**src/rtl/branch_flush_ctrl.sv**
```systemverilog
`default_nettype none
// ============================================================================
// Module   : branch_flush_ctrl
// Brief    : Per-stage kill/stall control that squashes wrong-path work after
//            branch/JALR redirects and masks fetch during I-memory refill.
//            Define BRANCH_PERF_CNT_EN to build the redirect event counters.
// Revision : 1.0 - initial release
// ============================================================================
module branch_flush_ctrl #(
    parameter int REFILL_CYC = 1,
    parameter int CNT_W      = 16
) (
    input  logic             clk,
    input  logic             rst,
    input  logic             predict_fail,
    input  logic [2:0]       pcmux_sel,
    input  logic             stall_in,
    input  logic             instF_valid,
    output logic             killF,
    output logic             killD,
    output logic             killE,
    output logic             stall_out,
    output logic             flush_busy,
    output logic [CNT_W-1:0] mispredict_cnt,
    output logic [CNT_W-1:0] jalr_cnt
);

    localparam logic [2:0] c_SEL_JALR    = 3'd4;
    localparam logic [2:0] c_REFILL_LOAD = 3'(REFILL_CYC - 1);

    typedef enum logic [1:0] {
        S_IDLE   = 2'd0,
        S_FLUSH  = 2'd1,
        S_REFILL = 2'd2
    } state_t;

    state_t     r_state;
    state_t     w_state_nxt;
    logic [2:0] r_refill_cnt;
    logic [2:0] w_refill_cnt_nxt;
    logic       r_kill_f;
    logic       r_kill_d;
    logic       r_kill_e;
    logic       w_kill_f_nxt;
    logic       w_kill_d_nxt;
    logic       w_kill_e_nxt;

    logic w_advance;
    logic w_br;
    logic w_jalr;
    logic w_redirect;

    // A stalled cycle accepts no redirect; branch outranks JALR.
    assign w_advance  = ~stall_in;
    assign w_br       = w_advance & predict_fail;
    assign w_jalr     = w_advance & ~predict_fail & (pcmux_sel == c_SEL_JALR);
    assign w_redirect = w_br | w_jalr;

    always_comb begin
        w_state_nxt      = r_state;
        w_refill_cnt_nxt = r_refill_cnt;
        if (w_redirect) begin
            w_state_nxt = S_FLUSH;
        end else if (w_advance) begin
            case (r_state)
                S_FLUSH: begin
                    w_refill_cnt_nxt = c_REFILL_LOAD;
                    w_state_nxt      = (c_REFILL_LOAD == 3'd0) ? S_IDLE : S_REFILL;
                end
                S_REFILL: begin
                    w_refill_cnt_nxt = r_refill_cnt - 3'd1;
                    if (r_refill_cnt <= 3'd1) begin
                        w_state_nxt = S_IDLE;
                    end
                end
                default: begin
                    w_state_nxt = S_IDLE;
                end
            endcase
        end
    end

    // killF stays forced for as long as the FSM remains out of IDLE.
    always_comb begin
        w_kill_f_nxt = r_kill_f;
        w_kill_d_nxt = r_kill_d;
        w_kill_e_nxt = r_kill_e;
        if (w_advance) begin
            w_kill_e_nxt = w_br ? 1'b1 : r_kill_d;
            w_kill_d_nxt = w_redirect ? 1'b1 : r_kill_f;
            w_kill_f_nxt = (w_state_nxt != S_IDLE) | ~instF_valid;
        end
    end

    always_ff @(posedge clk or posedge rst) begin
        if (rst) begin
            r_state      <= S_IDLE;
            r_refill_cnt <= 3'd0;
            r_kill_f     <= 1'b1;
            r_kill_d     <= 1'b1;
            r_kill_e     <= 1'b1;
        end else begin
            r_state      <= w_state_nxt;
            r_refill_cnt <= w_refill_cnt_nxt;
            r_kill_f     <= w_kill_f_nxt;
            r_kill_d     <= w_kill_d_nxt;
            r_kill_e     <= w_kill_e_nxt;
        end
    end

    assign killF      = r_kill_f;
    assign killD      = r_kill_d;
    assign killE      = r_kill_e;
    assign stall_out  = stall_in;
    assign flush_busy = (r_state != S_IDLE);

`ifdef BRANCH_PERF_CNT_EN
    localparam logic [CNT_W-1:0] c_CNT_ONE = CNT_W'(1);

    logic [CNT_W-1:0] r_mispredict_cnt;
    logic [CNT_W-1:0] r_jalr_cnt;

    // Saturating event counters, cleared only by reset.
    always_ff @(posedge clk or posedge rst) begin
        if (rst) begin
            r_mispredict_cnt <= '0;
            r_jalr_cnt       <= '0;
        end else begin
            if (w_br && !(&r_mispredict_cnt)) begin
                r_mispredict_cnt <= r_mispredict_cnt + c_CNT_ONE;
            end
            if (w_jalr && !(&r_jalr_cnt)) begin
                r_jalr_cnt <= r_jalr_cnt + c_CNT_ONE;
            end
        end
    end

    assign mispredict_cnt = r_mispredict_cnt;
    assign jalr_cnt       = r_jalr_cnt;
`else
    assign mispredict_cnt = '0;
    assign jalr_cnt       = '0;
`endif

endmodule
`default_nettype wire

```
**config.mk**
```make
export PLATFORM = sky130hd
export DESIGN_NAME = branch_flush_ctrl
export DESIGN_NICKNAME = d
export VERILOG_FILES = /design/src/rtl/branch_flush_ctrl.sv
export SDC_FILE = /design/constraint.sdc
export NUM_CORES = 1
export LEC_CHECK = 0
export ABC_AREA = 0
export CELL_PAD_IN_SITES_DETAIL_PLACEMENT = 1
export CELL_PAD_IN_SITES_GLOBAL_PLACEMENT = 1
export CORE_MARGIN = 3
export CORE_UTILIZATION = 26
export CTS_CLUSTER_DIAMETER = 60
export DETAILED_ROUTE_END_ITERATION = 12
export GPL_TIMING_DRIVEN = 0
export PLACE_DENSITY_LB_ADDON = 0.2
export SYNTH_ARGS = -nofsm -noshare
export SYNTH_HDL_FRONTEND = slang
export SYNTH_SLANG_ARGS = --single-unit
```
**constraint.sdc**
```tcl
create_clock -name clk -period 3.55 [get_ports clk]
set_input_delay 0.71 -clock clk [delete_from_list [all_inputs] [get_ports clk]]
set_output_delay 0.71 -clock clk [all_outputs]
set_load 0.02 [all_outputs]
```
==> reports/metrics.cfg, run 1 <==
[clock_tree]
clock_latency_ns = 0.27
clk_pin_slew_ns = 0.06
cts_sinks = 8
cts_made_buffers = 3
clock_path_buffers = 2
cts_tree = built
cts_resized = 0
postCtsSetupBuffers = 0
root_buffer = clkbuf_4
h-tree-depth = 1
cts-hold-fix-buffers = 0

[synth]
yosysTopAreaCell = buf_4
synthCells = 78
synth_cell_type_count = 21
ys_ff_latch = 8
netlist_top_cells_area = buf_4, dfrtp_1, dfstp_2
syn_area_um2 = 696
synth_seq_area_share = 0.293
synth.top_cell.area_share = 0.356
yosys_warnings = 0
syn_avg_cell_area_um2 = 8.92

[power]
p_leak_nw = 0.554
p_int_mw = 0.184
p_seq_frac = 0.357
swShare = 0.335
ir_drop_uv = 127
p_clk_frac = 0.291
pwr-share-comb = 0.353
report.power.total_mw = 0.277
power.density_nw_per_um2 = 279
switching_power_mw = 0.0930

[grt]
antenna_found_initial = 0
first_global_vias = 567
gr-usage-met3 = 0.0223
grt_util_met2 = 0.153
grt_max_degree = 9
grt_use_total = 0.0970
grt-ovfl-total = 0
grt-busiest-layer = met2
grt_pass1_wl_um = 2420
met1_usage = 0.103

[critical_path]
r2r_cells = 5
crit_type = input pin to output pin
crit_required_ns = 2.84
reg2reg_slack_ns = 2.16
r2r-start = r_state[1]
reg2reg_to = r_refill_cnt[2]
startpoint_type = input pin
cp-end-kind = output pin
cp.arrival_ns = 2.13
startpoint = stall_in
crit_fanout = 8

[routing]
routedWlPerCell_um = 9.15
via_per_inst = 3.48
drc = 0
routed_wl_um = 1420
drt_iter0_drc = 3
final_antenna_net_count = 0
drtPass1Iterations = 2
vias = 540

[layout]
syn_to_final_growth_pct = 43.2
final_nets = 138
fillers = 324
mostFrequentLayoutCell = buf_4
drive_gt1_frac = 0.328
mostFrequentLayoutCells = buf_4, conb_1, clkdlybuf4s50_1
diodes = 0

[sta]
fmax_mhz = 353
slew_viol_final = 0
hold_viol = 0
fin_setup_tns_ns = 0
rsz0062_at_grt = no
clock_skew_ns = 0.00262
setup_viol = 0
finalCriticalPeriod_ns = 2.84
finalCritPeriodShare = 0.799

[status]
status = complete, no violations

[floorplanning]
die_h_um = 57.7
io_pins = 45
fp.dieArea_um2 = 3330
initial_core_util = 0.278
die_width_um = 57.7
core-area_um2 = 2500
rows = 18

[hold_path]
hold_class = flip-flop to flip-flop
hp-start = killE
hold_end = killE
holdPathStages = 2

[place]
place.gp.congestion = 0.665
port_buffers = 12
place_hpwl_um = 1200

[job]
drv_cap = 0

[sequential cells by signal, indices dropped and copies added, names as in the netlist]
register      flops
r_refill_cnt      3
r_state           2
killF             1
killD             1
killE             1
[cell type report]
class,count,area [um^2],share of cell area
Tap cell,30,37.5,0.0377
Timing Repair Buffer,12,120,0.121
Sequential cell,8,204,0.205
Inverter,8,30.0,0.0302
Clock buffer,4,26.3,0.0264
Buffer,33,248,0.249
Multi-Input combinational cell,60,330,0.332
[per-stage QoR]
step	hold WS, ns	utilization	std cells	setup WS, ns	area [um^2]
after global placement	0.473	0.388	151	0.708	970
after detailed placement	0.478	0.388	151	0.711	970
after global routing	0.527	0.398	155	0.681	996
final	0.482	0.398	155	0.714	996
after CTS	0.487	0.398	155	0.715	996
after floorplan	0.463	-	109	2.00	812
[Yosys cell counts]
master,count
a21oi_1,2
nand3_1,2
nor4b_4,1
nor3_1,1
nor3b_2,1
mux2i_1,1
a2bb2oi_1,1
conb_1,1
buf_4,33
a41oi_1,1
o2bb2ai_1,1
dfrtp_1,5
dfstp_2,3
nand2b_1,1
o21ai_0,3
ha_1,4
inv_1,8
o21bai_1,1
nor2_1,5
nand2_1,2
nand3b_1,1
[power by group through the flow]
stage | sequential, mW | combinational, mW | clock (mW)
floorplan | 0.104 | 0.0717 | 0
global placement | 0.101 | 0.0958 | 0
detailed placement | 0.100 | 0.0962 | 0
CTS | 0.0989 | 0.0962 | 0.0864
global route | 0.0996 | 0.106 | 0.0925
finish | 0.0990 | 0.0978 | 0.0806
[metal layers]
metal | vias to the layer above | wire length, um | share of wire
li1 | 277 | - | -
met1 | 228 | 567 | 0.40
met2 | 30 | 652 | 0.46
met3 | 5 | 135 | 0.095
met4 | 0 | 62 | 0.044
met5 | - | 0 | 0
[worst max-delay path, cell delays in order]
cell and delay [ns]:
clkdlybuf4s50_1 0.65, buf_4 0.17, clkdlybuf4s50_1 0.59
[logic make-up after synthesis]
group	after synthesis	synth area share
compound gates	9	0.0845
fa+ha+maj	4	0.0719
buf+inv	41	0.399
flops	8	0.293
mux	1	0.0144
other cells	1	0.00539
simple gates	14	0.131
[worst max path at each step]
stage / end / slack, ns / cells after the start
6_report: stall_out / 0.71 / 3
5_1_grt: stall_out / 0.68 / 3
4_1_cts: stall_out / 0.72 / 3
3_5_place_dp: stall_out / 0.71 / 3
3_3_place_gp: stall_out / 0.71 / 3
2_1_floorplan: stall_out / 2.00 / 1
Power figures use the tool's default switching activity.
==> run 2, diff against run 1 <==
--- a/config.mk
+++ b/config.mk
@@ -9,7 +9,7 @@
 export CELL_PAD_IN_SITES_DETAIL_PLACEMENT = 1
 export CELL_PAD_IN_SITES_GLOBAL_PLACEMENT = 1
 export CORE_MARGIN = 3
-export CORE_UTILIZATION = 26
+export CORE_UTILIZATION = 22
 export CTS_CLUSTER_DIAMETER = 60
 export DETAILED_ROUTE_END_ITERATION = 12
 export GPL_TIMING_DRIVEN = 0
==> constraint.sdc (replaced) <==
create_clock -name clk -period 2.4 [get_ports clk]
set_input_delay 0.48 -clock clk [delete_from_list [all_inputs] [get_ports clk]]
set_output_delay 0.48 -clock clk [all_outputs]
set_load 0.02 [all_outputs]
==> reports/metrics.cfg, run 2 (synthesis gave the netlist of run 1 again) <==
[status]
status = complete, no violations

[grt]
grt_pass1_wl_um = 2260  ; -6.6%
grt-ovfl-total = 0  ; unchanged
grt_max_degree = 9  ; unchanged
grt_use_total = 0.0757  ; -0.0213
antenna_found_initial = 0  ; unchanged
first_global_vias = 546  ; -3.7%

[sta]
setup_viol = 0  ; unchanged
finalCriticalPeriod_ns = 2.11
finalCritPeriodShare = 0.879
whs_ns = 0.458  ; -0.0240 ns
fin_setup_tns_ns = 0  ; unchanged
hold_viol = 0  ; unchanged
slew_viol_final = 0  ; unchanged
clock_skew_ns = 0.00844  ; +0.00581 ns
rsz0062_at_grt = no
fmax_mhz = 474

[floorplanning]
initial_core_util = 0.242  ; -0.0364
die_width_um = 62.2  ; +7.8%
io_pins = 45  ; unchanged
fp.dieArea_um2 = 3870  ; +16%
rows = 19  ; +1
die_h_um = 62.2  ; +7.8%
core-area_um2 = 2880  ; +15%

[critical_path]
cp_slowest_cell = clkdlybuf4s50_1
crit_required_ns = 1.92  ; -0.92 ns
critical_path.cell_chain = dlygate4sd2_1, buf_4, clkdlybuf4s50_1
crit_fanout = 8  ; unchanged
crit_type = input pin to output pin
reg2reg_slack_ns = 1.01  ; -1.15 ns
cp-end-kind = output pin
cp.arrival_ns = 1.63  ; -0.50 ns
startpoint_type = input pin
cp_slowest_stage_delay_ns = 0.59  ; -0.06 ns

[layout]
mostFrequentLayoutCells = buf_4, conb_1, clkdlybuf4s50_1
fillers = 356  ; +9.9%
diodes = 0  ; unchanged
largest_reg_flops = 3  ; unchanged
biggestRegsByFlops = r_refill_cnt: 3 flops, r_state: 2 flops
regArea_um2 = 204  ; unchanged
drive_gt1_frac = 0.328  ; unchanged
regMostFlops = r_refill_cnt
syn_to_final_growth_pct = 45.1
final_nets = 138  ; unchanged
mostFrequentLayoutCell = buf_4
multi_input_area_um2 = 330  ; unchanged

[clock_tree]
root_buffer = clkbuf_4
cts_tree = built
cts-hold-fix-buffers = 0  ; unchanged
clock_latency_ns = 0.26  ; about the same
clk_pin_slew_ns = 0.06  ; about the same
h-tree-depth = 1  ; unchanged
cts_sinks = 8  ; unchanged
clock_path_buffers = 2  ; unchanged
cts_made_buffers = 3  ; unchanged

[routing]
drt_iter0_drc = 8  ; +5
final_antenna_net_count = 0  ; unchanged
routedWlPerCell_um = 8.00  ; -13%
routed_wl_um = 1340  ; -5.8%
drc = 0  ; unchanged
drtPass1Iterations = 2  ; unchanged
vias = 545  ; +0.93%
via_per_inst = 3.26  ; -6.3%

[hold_path]
hold_class = input pin to async pin

[job]
drv_cap = 0  ; unchanged

[place]
port_buffers = 12  ; unchanged
place_hpwl_um = 1190  ; -0.49%
place.gp.congestion = 0.673  ; +1.3%

[power]
p_leak_nw = 0.556  ; +0.24%
power.density_nw_per_um2 = 400  ; +44%
ir_drop_uv = 126  ; -0.55%

## run 2: changes by cell type in the layout (fill, tap and decap cells not counted)
cell and change:
dlygate4sd2_1 +1, clkdlybuf4s50_1 -1
## run 2: cell type report
type | count | share of cell area
Clock buffer | 4 | 0.0260
Multi-Input combinational cell | 60 | 0.327
Inverter | 8 | 0.0297
Sequential cell | 8 | 0.202
Tap cell | 42 | 0.0520
Buffer | 33 | 0.245
Timing Repair Buffer | 12 | 0.118
## run 2: metrics by stage
stage               area [um^2]  total power, mW   util  instances  worst slack, ns
floorplan                   812            0.260      -        109             1.12
global placement            985            0.290  0.342        163           0.0111
detailed placement          985            0.291  0.342        163          0.00444
CTS                        1010            0.409  0.351        167            0.272
global route               1010            0.432  0.351        167            0.245
finish                     1010            0.404  0.351        167            0.291
## run 2: power by group
group          leakage (nW)  total [mW]  switching [mW]  internal, mW
Clock                0.0150       0.114          0.0501        0.0639
Sequential           0.0984       0.146         0.00293         0.143
Combinational         0.442       0.144          0.0793        0.0648
## run 2: worst paths after layout
check                      startpoint               to  cells after the start
max                          stall_in        stall_out                      3
min                               rst  r_refill_cnt[2]                      2
max reg2reg                r_state[1]  r_refill_cnt[2]                      5
min reg2reg                     killE            killE                      2
max in group asynchronous         rst            killD                      2
min in group clk                killE            killE                      2
## run 2: metal layers
layer	track usage	up-vias	share of wire
met2	0.117	27	0.47
met1	0.0760	233	0.39
met3	0.0468	5	0.11
met4	0.0497	0	0.029
met5	0	-	0
li1	-	280	-
## run 2: critical path: cells and delay by family
family                 cells  cell delay (ns)
buffers and inverters      3             1.15
## run 2: repair_timing
action | in CTS | in global routing
setup endpoints to repair | 1 | 0
gates resized for setup | 1 | 0
hold endpoints to repair | 0 | 0
buffers inserted | 0 | 0
==> run 3, diff against run 2 <==
--- a/config.mk
+++ b/config.mk
@@ -13,7 +13,8 @@
 export CTS_CLUSTER_DIAMETER = 60
 export DETAILED_ROUTE_END_ITERATION = 12
 export GPL_TIMING_DRIVEN = 0
-export PLACE_DENSITY_LB_ADDON = 0.2
+export PLACE_DENSITY = 0.82
+export SLEW_MARGIN = 20
 export SYNTH_ARGS = -nofsm -noshare
 export SYNTH_HDL_FRONTEND = slang
 export SYNTH_SLANG_ARGS = --single-unit
==> reports/metrics.cfg, run 3 (synthesis gave the netlist of run 1 again) <==
[status]
status = complete, no violations

[critical_path]
crit_type = input pin to output pin
cp-end-kind = output pin
cp.arrival_ns = 1.65  ; +0.02 ns
r2r_cells = 5  ; unchanged
crit_required_ns = 1.92  ; about the same
crit_fanout = 8  ; unchanged
reg2reg_slack_ns = 0.99  ; -0.02 ns
reg2reg_to = r_refill_cnt[2]
startpoint = stall_in
r2r-start = r_state[1]
crit_end = stall_out
startpoint_type = input pin

[grt]
grt-ovfl-total = 0  ; unchanged
grt_max_degree = 9  ; unchanged
antenna_found_initial = 0  ; unchanged
grt_use_total = 0.0782  ; +0.00250
grt_pass1_wl_um = 2490  ; +10%
first_global_vias = 589  ; +7.9%

[routing]
routed_wl_um = 1510  ; +13%
routedWlPerCell_um = 9.05  ; +13%
drtPass1Iterations = 4  ; +2
vias = 547  ; +0.37%
drt_iter0_drc = 6  ; -2
via_per_inst = 3.28  ; +0.37%
final_antenna_net_count = 0  ; unchanged
drc = 0  ; unchanged

[clock_tree]
cts-hold-fix-buffers = 0  ; unchanged
h-tree-depth = 1  ; unchanged
root_buffer = clkbuf_4
cts_made_buffers = 3  ; unchanged
clock_latency_ns = 0.26  ; about the same
cts_sinks = 8  ; unchanged
clock_path_buffers = 2  ; unchanged
clk_pin_slew_ns = 0.06  ; about the same
cts_tree = built

[floorplanning]
fp.dieArea_um2 = 3870  ; unchanged
io_pins = 45  ; unchanged
core-area_um2 = 2880  ; unchanged
initial_core_util = 0.242  ; unchanged
die_h_um = 62.2  ; unchanged
rows = 19  ; unchanged
die_width_um = 62.2  ; unchanged

[job]
drv_cap = 0  ; unchanged

[sta]
whs_ns = 0.464  ; +0.00612 ns
setup_viol = 0  ; unchanged
slew_viol_final = 0  ; unchanged
fmax_mhz = 470  ; -0.85%
finalCriticalPeriod_ns = 2.13  ; +0.0180 ns
hold_viol = 0  ; unchanged
rsz0062_at_grt = no
fin_setup_tns_ns = 0  ; unchanged
finalCritPeriodShare = 0.886  ; +0.00750
setup_slack_ns = 0.273  ; -0.0180 ns
clock_skew_ns = 0.0102  ; +0.00172 ns

[power]
p_clk_frac = 0.279  ; -0.003
swShare = 0.327  ; about the same
switching_power_mw = 0.132  ; about the same
p_seq_frac = 0.363  ; about the same
p_int_mw = 0.272  ; about the same
p_leak_nw = 0.556  ; unchanged
pwr-share-comb = 0.358  ; +0.002
ir_drop_uv = 285  ; +130%
power.density_nw_per_um2 = 400  ; about the same

[layout]
final_area_um2 = 1010  ; unchanged
diodes = 0  ; unchanged
mostFrequentLayoutCell = buf_4
final_nets = 138  ; unchanged
largest_reg_flops = 3  ; unchanged
biggestRegsByFlops = r_refill_cnt: 3 flops, r_state: 2 flops
multi_input_area_um2 = 330  ; unchanged
syn_to_final_growth_pct = 45.1  ; unchanged
drive_gt1_frac = 0.328  ; unchanged
fillers = 370  ; +3.9%
regMostFlops = r_refill_cnt
regArea_um2 = 204  ; unchanged
mostFrequentLayoutCells = buf_4, conb_1, clkdlybuf4s50_1

[place]
place_hpwl_um = 1350  ; +14%
dp_slack_ns = 0.00208  ; -0.00237 ns
port_buffers = 12  ; unchanged
placedInstanceArea_um2 = 985  ; unchanged
place.gp.congestion = 0.663  ; -1.5%

[hold_path]
hold_class = input pin to async pin

-- run 3: metal layers --
metal / share of wire / vias to the layer above / routed length [um] / GRT usage
met4: 0 / 0 / 0 / 0.0138
met3: 0.095 / 0 / 144 / 0.0432
met2: 0.55 / 25 / 829 / 0.148
li1: - / 277 / - / -
met5: 0 / - / 0 / 0
met1: 0.36 / 245 / 539 / 0.0745
-- run 3: cell type report --
class                      count  share of cell area
multi-input combinational     60               0.327
buffer                        33               0.245
sequential                     8               0.202
timing repair buffer          12               0.118
tap                           42              0.0520
inverter                       8              0.0297
clock buffer                   4              0.0260
-- run 3: per-stage QoR --
step                      cells   util  power [mW]
after detailed placement    163  0.342       0.292
after global placement      163  0.342       0.290
final                       167  0.351       0.404
after floorplan             109      -       0.260
after CTS                   167  0.351       0.405
after global routing        167  0.351       0.428
-- run 3: repair_timing --
action | CTS | global route
buffers inserted | 0 | 0
resized for setup | 1 | 0
endpoints found under the setup margin | 1 | 0
endpoints found under the hold margin | 0 | 0
-- run 3: power groups by stage --
stage                     clock network, mW  logic (mW)  registers [mW]
after detailed placement                  0       0.143           0.149
final                                 0.113       0.145           0.147
after floorplan                           0       0.106           0.154
after global placement                    0       0.141           0.149
after global routing                  0.125       0.155           0.148
after CTS                             0.115       0.143           0.147
-- run 3: critical path, stage by stage --
cell and delay [ns]:
dlygate4sd2_1 0.40, buf_4 0.17, clkdlybuf4s50_1 0.59
-- run 3: worst min-delay path by stage --
stage	slack [ns]	to	depth (start not counted)
floorplan	0.29	r_refill_cnt[0]	1
global placement	0.47	killE	2
detailed placement	0.50	killE	2
CTS	0.47	r_state[0]	2
global route	0.49	r_refill_cnt[0]	2
finish	0.46	r_refill_cnt[1]	2
